==> src/rtl/register_writeback.sv <==
// TD4 write-back stage: decodes the opcode into register load enables, updates A/B/OUT/PC
// and the carry flag on each retired instruction, and counts retirements.
module register_writeback #(
  parameter int PC_W  = 4,
  parameter int RET_W = 8
) (
  input  logic             clk,
  input  logic             rst,
  input  logic             en,
  input  logic [3:0]       op,
  input  logic [3:0]       alu_y,
  input  logic             alu_c,
  output logic [3:0]       a,
  output logic [3:0]       b,
  output logic [3:0]       out,
  output logic [PC_W-1:0]  pc,
  output logic             c_flag,
  output logic [RET_W-1:0] retired,
  output logic             wb_valid
);

  logic load_a;
  logic load_b;
  logic load_out;
  logic load_pc;

  // JNC tests the flag registered by the previous instruction, not this cycle's alu_c.
  always_comb begin
    load_a   = ~op[3] & ~op[2];
    load_b   = ~op[3] &  op[2];
    load_out =  op[3] & ~op[2];
    load_pc  =  op[3] &  op[2] & (op[0] | ~c_flag);
  end

  always_ff @(posedge clk) begin
    if (rst) begin
      a        <= '0;
      b        <= '0;
      out      <= '0;
      pc       <= '0;
      c_flag   <= 1'b0;
      retired  <= '0;
      wb_valid <= 1'b0;
    end else begin
      wb_valid <= en;
      if (en) begin
        if (load_a)   a   <= alu_y;
        if (load_b)   b   <= alu_y;
        if (load_out) out <= alu_y;
        pc      <= load_pc ? PC_W'(alu_y) : pc + PC_W'(1);
        c_flag  <= alu_c;
        retired <= retired + RET_W'(1);
      end
    end
  end

endmodule
==> config.mk <==
export PLATFORM = sky130hd
export DESIGN_NAME = register_writeback
export DESIGN_NICKNAME = d
export VERILOG_FILES = /design/src/rtl/register_writeback.sv
export SDC_FILE = /design/constraint.sdc
export NUM_CORES = 1
export LEC_CHECK = 0
export CORE_MARGIN = 10
export CORE_UTILIZATION = 40
export DETAILED_ROUTE_END_ITERATION = 7
export PLACE_DENSITY = 0.75
export SYNTH_ARGS = -nofsm -noshare
export SYNTH_HDL_FRONTEND = slang
export SYNTH_SLANG_ARGS = --single-unit
==> constraint.sdc <==
create_clock -name clk -period 1.1 [get_ports clk]
set_input_delay 0.165 -clock clk [delete_from_list [all_inputs] [get_ports clk]]
set_output_delay 0.165 -clock clk [all_outputs]
set_load 0.005 [all_outputs]
==> flow_metrics.env <==
export IMPL_avgRoutedWirePerCell_um=15.5
export IMPL_ys_ff_latch=26
export IMPL_final_hold_violation_count=0
export IMPL_min_period_over_period_pct=116
export IMPL_die_w_um=72.8
export IMPL_drv_slew=0
export IMPL_numCtsBuffers=3
export IMPL_cp_required_ns=1.32
export IMPL_cp_slowest_cell="dfxtp_2"
export IMPL_endpoint_kind="flop"
export IMPL_pwr_share_seq_pct=49.9
export IMPL_worst_slack_ns=-0.171
export IMPL_startpoint_type="flop"
export IMPL_vias=1091
export IMPL_core_um2=2710
export IMPL_clk_pin_slew_worst_paths_ns=0.15
export IMPL_p_per_area_nw_per_um2=994
export IMPL_min_path_type="in -> reg"
export IMPL_layout_commonest_cell="buf_4"
export IMPL_nets=202
export IMPL_vias_per_cell=5.00
export IMPL_netlist_area_um2=1120
export IMPL_fp_dieH_um=72.8
export IMPL_peakVddDrop_v=0.000656
export IMPL_num_antenna_cells=0
export IMPL_dr_pass1_iters=4
export IMPL_antenna_found_initial=0
export IMPL_crit_path_max_incr_delay_ns=0.37
export IMPL_num_rows=19
export IMPL_period_minus_slack_ns=1.27
export IMPL_cts_tree="done"
export IMPL_worstPathMaxFanout=5
export IMPL_grtUsageTotal_pct=12.5
export IMPL_synthFlopType="dfxtp_1"
export IMPL_syn_inst=111
export IMPL_power_leakage_nw=0.923
export IMPL_critPathKind="reg -> reg"
export IMPL_grt_max_degree=23
export IMPL_pwr_share_clk_pct=28.5
export IMPL_clockRootBuffer="clkbuf_4"
export IMPL_clock_latency_ns=0.32
export IMPL_skew_ns=0.00331
export IMPL_synth_edf_count=0
export IMPL_hold_buffers=0
export IMPL_grt_pass1_vias=1155
export IMPL_initial_utilization_pct=41.2
export IMPL_final_cell_mix="26 x buf_4, 23 x nor2_1, 21 x dfxtp_2"
export IMPL_dp_cells=185
export IMPL_swShare_pct=24.5
export IMPL_boundaryPins=38
export IMPL_met2_length_mm=1.70
export IMPL_portBuffers=36
export IMPL_drive_gt1_share_pct=51.3
export IMPL_slew_headroom_pct=80.2
export IMPL_grt_overflow=0
export IMPL_drtIter0Drc=51
export IMPL_failed_checks="setup timing"
export IMPL_met3_length_um=218
export IMPL_cp_num_buf_inv=3
export IMPL_grt_setup_unrepaired="true"
export IMPL_yosysWarnings=0
export IMPL_grt_pass1_wl_mm=5.41
export IMPL_pwr_share_comb_pct=21.6
export IMPL_async_reset_ff_share_pct=0
export IMPL_p_sw_uw=489
export IMPL_die_area_um2=5300
export IMPL_met1_length_mm=1.39
export IMPL_yosysSeqAreaShare_pct=46.6
export IMPL_path_delay_family="flip-flops"
export IMPL_avgSynthCellArea_um2=10.1
export IMPL_finish_utilization_pct=74.3
export IMPL_setup_viol=9
export IMPL_yosys_cell_types_count=27
export IMPL_internal_power_mw=1.51
export IMPL_tightest_slew_ns=0.297
export IMPL_instances_no_fill=218
export IMPL_fin_tns_setup_ns=-0.950
export IMPL_worstPathArrival_ns=1.50
export IMPL_htree_levels=1
export IMPL_gp_congestion=0.729
export IMPL_syn_to_final_growth_pct=80.4
export IMPL_fmax_mhz=787
export IMPL_cts_buffer_depth=2
export IMPL_synth_fp_nets=125
export IMPL_drc=0
export IMPL_ant_nets=0
export IMPL_status="finished, violations left"
export IMPL_wl_mm=3.37
export IMPL_dpl_hpwl_mm=2.20
export IMPL_crit_chain="buf_6, inv_4, o211ai_4, buf_4, mux2i_2, a211oi_2"
export IMPL_drv_cap=0
export IMPL_topRoutingLayerUsed="met4"
export IMPL_cts_sinks=26
routing by layer:
layer,up-vias,track usage (%)
met4,0,5.27
met2,31,20.4
met5,-,0
met1,521,14.1
met3,8,4.76
li1,531,-
repair_timing:
action,in CTS,in global routing
setup buffers,24,5
pin swaps,13,7
endpoints found under the setup margin,45,35
resized for setup,83,41
gates cloned,0,0
Yosys cell counts, types with 3 or more instances:
| cell | count | area (um^2) |
|---|---|---|
| nor2_1 | 23 | 86.3 |
| inv_1 | 4 | 15.0 |
| nand2_1 | 3 | 11.3 |
| nand3_1 | 3 | 15.0 |
| dfxtp_1 | 26 | 521 |
| mux2i_1 | 17 | 170 |
| xor2_1 | 3 | 26.3 |
| clkbuf_1 | 3 | 11.3 |
kinds of logic (layout without fill, tap and decap cells):
group / Yosys count / after routing / synth area share [%]
and+or+nand+nor: 40 / 40 / 18.7
xor gates and xnor gates: 5 / 5 / 3.92
AOI/OAI and AO/OA: 11 / 11 / 9.19
buffers and inverters: 10 / 86 / 4.03
muxes: 17 / 17 / 15.2
DFF: 26 / 26 / 46.6
adders and majority gates: 2 / 2 / 2.24
per-stage QoR:
step	area [um^2]	power, mW	hold slack [ns]	setup WS, ns
CTS	1900	1.96	0.424	-0.173
global placement	1610	1.33	0.474	-0.382
detailed placement	1610	1.34	0.482	-0.448
global route	2010	2.09	0.456	-0.227
finish	2010	2.00	0.448	-0.171
floorplan	1140	1.16	0.309	0.00360
registers in the layout, indices dropped and copies added, names as in the netlist:
register  flops
pc            4
a             4
out           4
retired       8
c_flag        1
b             4
wb_valid      1
final timing paths:
path	from	end	slack, ns	cells past startpoint
min	en	retired[5]	0.45	4
min reg2reg	b[3]	b[3]	0.50	2
max	c_flag	pc[1]	-0.17	6
max reg2reg	c_flag	pc[1]	-0.17	6
worst reg2reg max path: cells and delay by family, from the launching register on:
family,cells,cell delay [ns]
compound gates,2,0.30
mux,1,0.21
buf+inv,3,0.29
flops,1,0.37
final cells by class:
type	instances	area, um^2
clock buffer	4	47.5
multi-input combinational	75	633
tap	31	38.8
fill	190	697
timing repair buffer	77	711
sequential	26	562
inverter	5	21.3
power groups by stage:
| stage | sequential (mW) | clock (mW) | combinational [mW] |
|---|---|---|---|
| floorplan | 1.03 | 0 | 0.130 |
| global placement | 1.03 | 0 | 0.301 |
| detailed placement | 1.03 | 0 | 0.308 |
| CTS | 0.997 | 0.575 | 0.388 |
| global route | 1.00 | 0.616 | 0.465 |
| finish | 0.999 | 0.570 | 0.432 |
Power figures use the tool's default switching activity.
